### src/rtl/status_snapshot.sv
`timescale 1ns/1ps
// status_snapshot: captures a coherent image of live status words plus a
// sequence number and timestamp, then commits it to the read-only register
// image with a one-cycle write strobe. Captures come from a periodic timer or
// a manual trigger; the commit is held off while a UART read is in progress.
module status_snapshot #(
  parameter  int WORD_WIDTH   = 8,
  parameter  int REG_WIDTH    = 4,
  parameter  int REG_DEPTH_RO = 16,
  parameter  int N_STATUS     = 12,
  localparam int DW           = WORD_WIDTH * REG_WIDTH
) (
  input  logic                            clk,
  input  logic                            i_reset_n,
  input  logic [N_STATUS-1:0][DW-1:0]     i_status,
  input  logic                            i_enable,
  input  logic [DW-1:0]                   i_period,
  input  logic                            i_trigger,
  input  logic                            i_read_active,
  input  logic                            i_clear_overrun,
  output logic [REG_DEPTH_RO-1:0][DW-1:0] o_mem_ro,
  output logic                            o_wro_en,
  output logic                            o_busy,
  output logic                            o_overrun
);

  typedef enum logic {S_IDLE, S_COMMIT} state_t;

  state_t                         r_state;
  logic [DW-1:0]                  r_ts;
  logic [DW-1:0]                  r_timer;
  logic [DW-1:0]                  r_seq;
  logic                           r_pending;
  logic [REG_DEPTH_RO-1:0][DW-1:0] r_shadow;
  logic [REG_DEPTH_RO-1:0][DW-1:0] r_mem_ro;
  logic                           r_wro_en;
  logic                           r_overrun;

  logic                           w_timer_on;
  logic                           w_tick;
  logic                           w_req;
  logic                           w_drop;
  logic [REG_DEPTH_RO-1:0][DW-1:0] w_capture;

  // The >= compare makes a period lowered below the current count tick at once.
  assign w_timer_on = i_enable && (i_period != '0);
  assign w_tick     = w_timer_on && (r_timer >= (i_period - DW'(1)));
  assign w_req      = w_tick | i_trigger;
  // A second request arriving while one is already queued behind a commit is lost.
  assign w_drop     = (r_state == S_COMMIT) && w_req && r_pending;

  // Image as it would be latched this edge: seq, pre-increment ts, status, zero fill.
  always_comb begin
    w_capture    = '0;
    w_capture[0] = r_seq;
    w_capture[1] = r_ts;
    for (int k = 0; k < N_STATUS; k++) w_capture[2+k] = i_status[k];
  end

  // Free-running timestamp.
  always_ff @(posedge clk or negedge i_reset_n) begin
    if (!i_reset_n) r_ts <= '0;
    else            r_ts <= r_ts + DW'(1);
  end

  // Periodic timer: held at zero when disabled, restarts on each tick.
  always_ff @(posedge clk or negedge i_reset_n) begin
    if (!i_reset_n)       r_timer <= '0;
    else if (!w_timer_on) r_timer <= '0;
    else if (w_tick)      r_timer <= '0;
    else                  r_timer <= r_timer + DW'(1);
  end

  // Capture/commit FSM with one-deep request queue and sticky overrun flag.
  always_ff @(posedge clk or negedge i_reset_n) begin
    if (!i_reset_n) begin
      r_state   <= S_IDLE;
      r_seq     <= '0;
      r_pending <= 1'b0;
      r_shadow  <= '0;
      r_mem_ro  <= '0;
      r_wro_en  <= 1'b0;
      r_overrun <= 1'b0;
    end else begin
      r_wro_en <= 1'b0;
      case (r_state)
        S_IDLE: begin
          if (w_req || r_pending) begin
            r_shadow  <= w_capture;
            r_pending <= 1'b0;
            r_state   <= S_COMMIT;
          end
        end
        S_COMMIT: begin
          if (!i_read_active) begin
            r_mem_ro <= r_shadow;
            r_wro_en <= 1'b1;
            r_seq    <= r_seq + DW'(1);
            r_state  <= S_IDLE;
          end
          if (w_req && !r_pending) r_pending <= 1'b1;
        end
        default: r_state <= S_IDLE;
      endcase
      // Setting wins over a same-cycle clear so no drop goes unreported.
      if (w_drop)               r_overrun <= 1'b1;
      else if (i_clear_overrun) r_overrun <= 1'b0;
    end
  end

  assign o_mem_ro  = r_mem_ro;
  assign o_wro_en  = r_wro_en;
  assign o_busy    = (r_state == S_COMMIT);
  assign o_overrun = r_overrun;

endmodule
### config.mk
export PLATFORM = sky130hd
export DESIGN_NAME = status_snapshot
export DESIGN_NICKNAME = d
export VERILOG_FILES = /design/src/rtl/status_snapshot.sv
export SDC_FILE = /design/constraint.sdc
export NUM_CORES = 2
export LEC_CHECK = 0
export BUFFER_PORTS_ARGS = -buffer_cell sky130_fd_sc_hd__buf_2
export CAP_MARGIN = 20
export CORE_AREA = 2 2 364 366
export DETAILED_ROUTE_END_ITERATION = 8
export DIE_AREA = 0 0 366 368
export GPL_TIMING_DRIVEN = 0
export PLACE_DENSITY_LB_ADDON = 0.12
export SLEW_MARGIN = 20
export SYNTH_ARGS = -nofsm -noshare
export SYNTH_HDL_FRONTEND = slang
export SYNTH_SLANG_ARGS = --single-unit
### constraint.sdc
create_clock -name clk -period 4.75 [get_ports clk]
set_input_delay 0 -clock clk [delete_from_list [all_inputs] [get_ports clk]]
set_output_delay 0 -clock clk [all_outputs]
set_load 0.01 [all_outputs]
### Word-level counts from Yosys, hierarchy flattened

Index checks and enable logic that the tools add are counted.

| word-level totals | value |
|---|---|
| register bits after elaboration | 996 |
| output and inout port bits | 515 |

| cells by class | value |
|---|---|
| add/sub/neg operators | 4 |
| magnitude comparators | 1 |
| equal/unequal tests | 2 |
| multiplexer cells | 12 |
| bitwise logic cells | 3 |
| reductions and logical operators | 12 |

Operators with widths:

| cell | count |
|---|---|
| 32-bit by 1-bit adder with 32-bit output, second input constant | 3 |
| 32-bit two-way mux | 2 |
| 32-bit greater-or-equal comparator | 1 |
| 32-bit nonzero test | 1 |
| 32-bit by 1-bit subtractor with 32-bit output, second input constant | 1 |
| 1-bit two-way mux | 8 |
| 2-bit AND reduction | 3 |
| 1-bit logical AND | 5 |
| 1-bit case mux with 2 select lines | 2 |
| 2-bit by 1-bit != test with 1-bit output, second input constant | 1 |
| 2-bit != test, second input constant | 1 |
| 1-bit NOT | 2 |
| 2-bit nonzero test | 1 |
| 1-bit zero test | 1 |
| 1-bit logical OR | 1 |
| 1-bit bitwise OR | 1 |

### Depth between registers and ports, before layout

| depth | value |
|---|---|
| word-level depth | 7 |
| depth in mapped cells | 17 |
| depth with buffers taken out | 14 |

### Worst setup path after synthesis

No wires, ideal clock.

| path | value |
|---|---|
| kind | input to register |
| start point | in i_period[0] |
| end point | reg r_shadow[127] (netlist name) |
| arrival | 4315 ps |
| required time | 4625 ps |
| path slack | 310 ps |
| cell stages on the path | 15 |
| buffers on the path | 2 |
| cells stage by stage | inv_1 -> ha_1 -> or4b_1 -> or4b_1 -> buf_2 -> or3_1 -> xor2_1 -> ha_1 -> nand4_1 -> or4_1 -> o32ai_1 -> o21ai_1 -> a311oi_2 -> clkbuf_1 -> mux2_2 |

| on the way | value |
|---|---|
| word-level cells in the longest chain between the ends | 6 |

RTL lines:

| item | RTL line | source |
|---|---|---|
| start: declaration | 17 | `input logic [DW-1:0] i_period,` |
| 32-bit by 1-bit subtractor with 32-bit output / 32-bit nonzero test (equally long branches) | 47, 46 |  |
| 32-bit greater-or-equal comparator / 1-bit logical AND (equally long branches) | 47, 46 |  |
| 1-bit logical AND (*) | 47 | `assign w_tick = w_timer_on && (r_timer >= (i_period - DW'(1)));` |
| 1-bit bitwise OR (*) | 48 | `assign w_req = w_tick \| i_trigger;` |
| 1-bit logical OR (*) | 88 | `if (w_req \|\| r_pending) begin` |
| 2-bit AND reduction (no line) (*) | -- |  |
| end signal: assignment | 89 | `r_shadow <= w_capture;` |
| end: declaration | 34 | `logic [REG_DEPTH_RO-1:0][DW-1:0] r_shadow;` |

Every way passes the cells marked *; elsewhere a longest branch is shown, timed or not.
A chain may end at the register's enable or synchronous reset.

### Worst setup path in the final report

| path | value |
|---|---|
| start point | in i_period[0] |
| end point | reg r_shadow[202] (netlist name) |

The elaborated chain is that of the path after synthesis.

==> flow_summary.json <==
{
  "async_flop_share_pct": 100.0,
  "vias_per_cell": 4.311,
  "r2r-end": "r_shadow[202]$_DFFE_PN0P_",
  "design_area_sq_um": 57880,
  "drt_iter0_drc": 1477,
  "gp_congestion": 0.8235,
  "wl_um": 128800,
  "core-area_sq_um": 130800,
  "vias": 30020,
  "setup_ws_ns": 0.4099,
  "antenna_found_initial": 14,
  "ff2ff_setup_slack_ns": 1.21,
  "final_cells": 6965,
  "maxCapViolCount": 0,
  "start_kind": "input pin",
  "ys.flop_type": "dfrtp_1",
  "htreeDepth": 3,
  "slowest_stage": "or4_1",
  "grt_pass1_vias": 31340,
  "track_usage_pct": 18.94,
  "synth.top_cells.by_area": "dfrtp_1 (61%), mux2_4 (15%), nand2_1 (13%)",
  "crit_type": "input pin to flip-flop",
  "final_hold_viol_count": 0,
  "gr-total-overflow": 0,
  "critPathRequiredTime_ns": 5.34,
  "ys_ff_latch": 996,
  "worst_slew_pin_slew_ns": 1.097,
  "worst-path-max-fanout": 10,
  "rsz0062_at_grt": "false",
  "die_h_um": 368,
  "syn_area_sq_um": 41110,
  "worstSetupEndpointType": "flip-flop",
  "min_period_over_period_pct": 91.37,
  "drv_slew": 0,
  "ys_seq_area_share_pct": 60.63,
  "drtAntennaViolNets": 0,
  "yosys_warnings": 0,
  "holdCritStartpoint": "i_status[4]",
  "avgSynthCellArea_sq_um": 11.84,
  "cpMostUsedCell": "or4_1",
  "area_delta_synth_final_pct": 40.79,
  "cp.arrival_ns": 4.93,
  "r2r_start": "r_timer[15]$_DFF_PN0_",
  "clkLatencyLatePin_ns": 0.73,
  "setup_viol": 0,
  "cts_buffer_depth": 3,
  "hold_depth": 3,
  "critPathTopFamily": "simple AND/OR/NAND/NOR gates",
  "crit_buf_inv": 5,
  "clock_skew_ns": 0.03483,
  "slowest_delay_ns": 0.54,
  "wl_per_cell_um": 18.49,
  "irDropWorstVdd_mv": 0.3127,
  "placed_cells": 6173,
  "yosys.area.top_type_share_pct": 60.63,
  "min_path_type": "input pin to flip-flop",
  "yosysUniqueCellTypes": 49,
  "die_x_um": 366,
  "period_minus_slack_ns": 4.340,
  "worstRegToRegCells": 11,
  "yosysTopAreaCell": "dfrtp_1",
  "cts_buffers": 115,
  "grt_pass1_wl_um": 196400,
  "clkTransAtPathRegs_ns": 0.06,
  "relSlewSlack_pct": 26.83,
  "row_count": 133,
  "outcome": "finished clean",
  "fillCellCount": 12650,
  "synth_edf_count": 0,
  "grt_max_degree": 131,
  "whs_endpoint": "r_shadow[68]$_DFFE_PN0P_",
  "root_buffer": "clkbuf_16",
  "fin_util_pct": 44.25,
  "dpl.hpwl_um": 92100,
  "place_area_sq_um": 48200,
  "leakagePower_nw": 29.61,
  "cts_tree": "done",
  "path_cells": "buf_2, or3_1, or4_1, or2_2, or4_1, xor2_1, ha_1, nand4_1, or4_1, o32ai_1, o21ai_1, a311oi_4, buf_4, buf_8, buf_6, buf_6, mux2_4",
  "synthCells": 3473,
  "cts_num_sinks": 996,
  "finalNetCount": 5565,
  "initial_core_util_pct": 31.43,
  "powerDensity_nw_per_um2": 511.2,
  "design_power_total_mw": 29.59,
  "pre_cts_ws_ns": -0.7446,
  "drt_first_pass_iters": 5,
  "portBuffers": 872,
  "die_area_sq_um": 134700,
  "io_pins": 937,
  "layout-drive-gt1-share_pct": 31.53,
  "drc": 0,
  "fmax_mhz": 230.4
}
-- power by group --
group	total, mW	switching, mW	internal [mW]	leakage, nW
sequential	12.6	1.45	11.1	12.3
combinational	7.91	3.95	3.96	15.4
clock	9.09	3.74	5.35	1.92
total	29.6	9.15	20.4	29.6
-- registers in the layout, indices dropped and copies added, names as in the netlist --
signal	cells
o_busy	1
o_mem_ro	448
o_overrun	1
o_wro_en	1
r_pending	1
r_seq	32
r_shadow	448
r_timer	32
r_ts	32
-- synth_stat cells, types with 2 or more instances --
cell type  instances
nand3_1           38
mux2_2            28
nor4_1             3
buf_6             46
o21a_1             3
or3_1              6
and2_1             6
xor2_1            41
or4b_1             2
nand4_1           26
and3_1            12
nand2b_1           3
or2_2              6
xnor2_1           79
nor3_1            14
buf_1              3
nor3b_1            2
nand2_1         1393
clkbuf_1         108
nor2_1            73
inv_1             12
mux2_4           420
a21oi_1           11
buf_4             65
dfrtp_1          996
and4_1            10
or4_1              6
o21ai_0            5
ha_1              36
-- cells by family after synthesis --
group	synth area share, %
AOI/OAI and AO/OA	0.5539
xor gates and xnor gates	2.557
adders and majority gates	1.096
buffers and inverters	3.582
DFF	60.63
muxes	16.11
other	0.009122
and+or+nand+nor	15.47
-- per-stage QoR --
stage,hold WS [ns],setup TNS (ns)
after global routing,0.02791,0
after CTS,0.00001155,0
final,0.05959,0
after global placement,0.2317,-
after floorplan,-0.2956,0
after detailed placement,-0.1101,-288.65
-- how the worst max path moves through the flow --
stage | cells past startpoint | slack (ns) | from | end
after detailed placement | 18 | -0.74 | i_period[0] | r_shadow[205]$_DFFE_PN0P_
after floorplan | 15 | 0.31 | i_period[0] | r_shadow[127]$_DFFE_PN0P_
after global placement | 1 | -19.90 | i_reset_n | r_shadow[269]$_DFFE_PN0P_
after global routing | 18 | 0.10 | i_period[0] | r_shadow[425]$_DFFE_PN0P_
final | 17 | 0.41 | i_period[0] | r_shadow[202]$_DFFE_PN0P_
after CTS | 18 | 0.04 | i_period[0] | r_shadow[222]$_DFFE_PN0P_
-- layout make-up --
type                            instances  area [sq um]  share of cell area [%]
Sequential cell                       996         24920                   43.06
Antenna cell                            8         20.02                 0.03459
Clock inverter                         36         488.0                  0.8431
Buffer                                223          1430                   2.471
Inverter                               12         45.04                 0.07782
Multi-Input combinational cell       2305         14960                   25.85
Timing Repair Buffer                 1454         10400                   17.96
Clock buffer                          176          3417                   5.904
Tap cell                             1755          2196                   3.794
-- metal layers --
metal | GRT usage, % | part of all wire (%)
met1 | 23.02 | 41
met2 | 32.08 | 49
met4 | 7.162 | 3.5
met5 | 0 | 0.053
met3 | 5.052 | 6.4
-- cell usage in the layout (no fill, tap or decap), drive strengths merged, types with 26 or more instances in the layout --
cell / instances
nand2: 1393
dlygate4sd3: 568
dfrtp: 996
xor2: 41
clkbuf: 284
ha: 36
mux2: 448
nand3: 38
nand4: 26
conb: 64
nor2: 73
buf: 1001
xnor2: 79
-- worst reg2reg max path: cells and delay by family (launching register included) --
family	cells	cell delay, ns
compound gates	3	0.84
buf+inv	4	0.82
simple gates	2	0.67
flops	1	0.44
fa+ha+maj	1	0.35
mux	1	0.33
-- what timing repair did --
item	4_1_cts	5_1_grt
hold buffers	569	0
buffers inserted	0	2
endpoints found under the hold margin	541	0
setup endpoints to repair	0	340
gates resized for setup	0	2
Power figures use the tool's default switching activity.
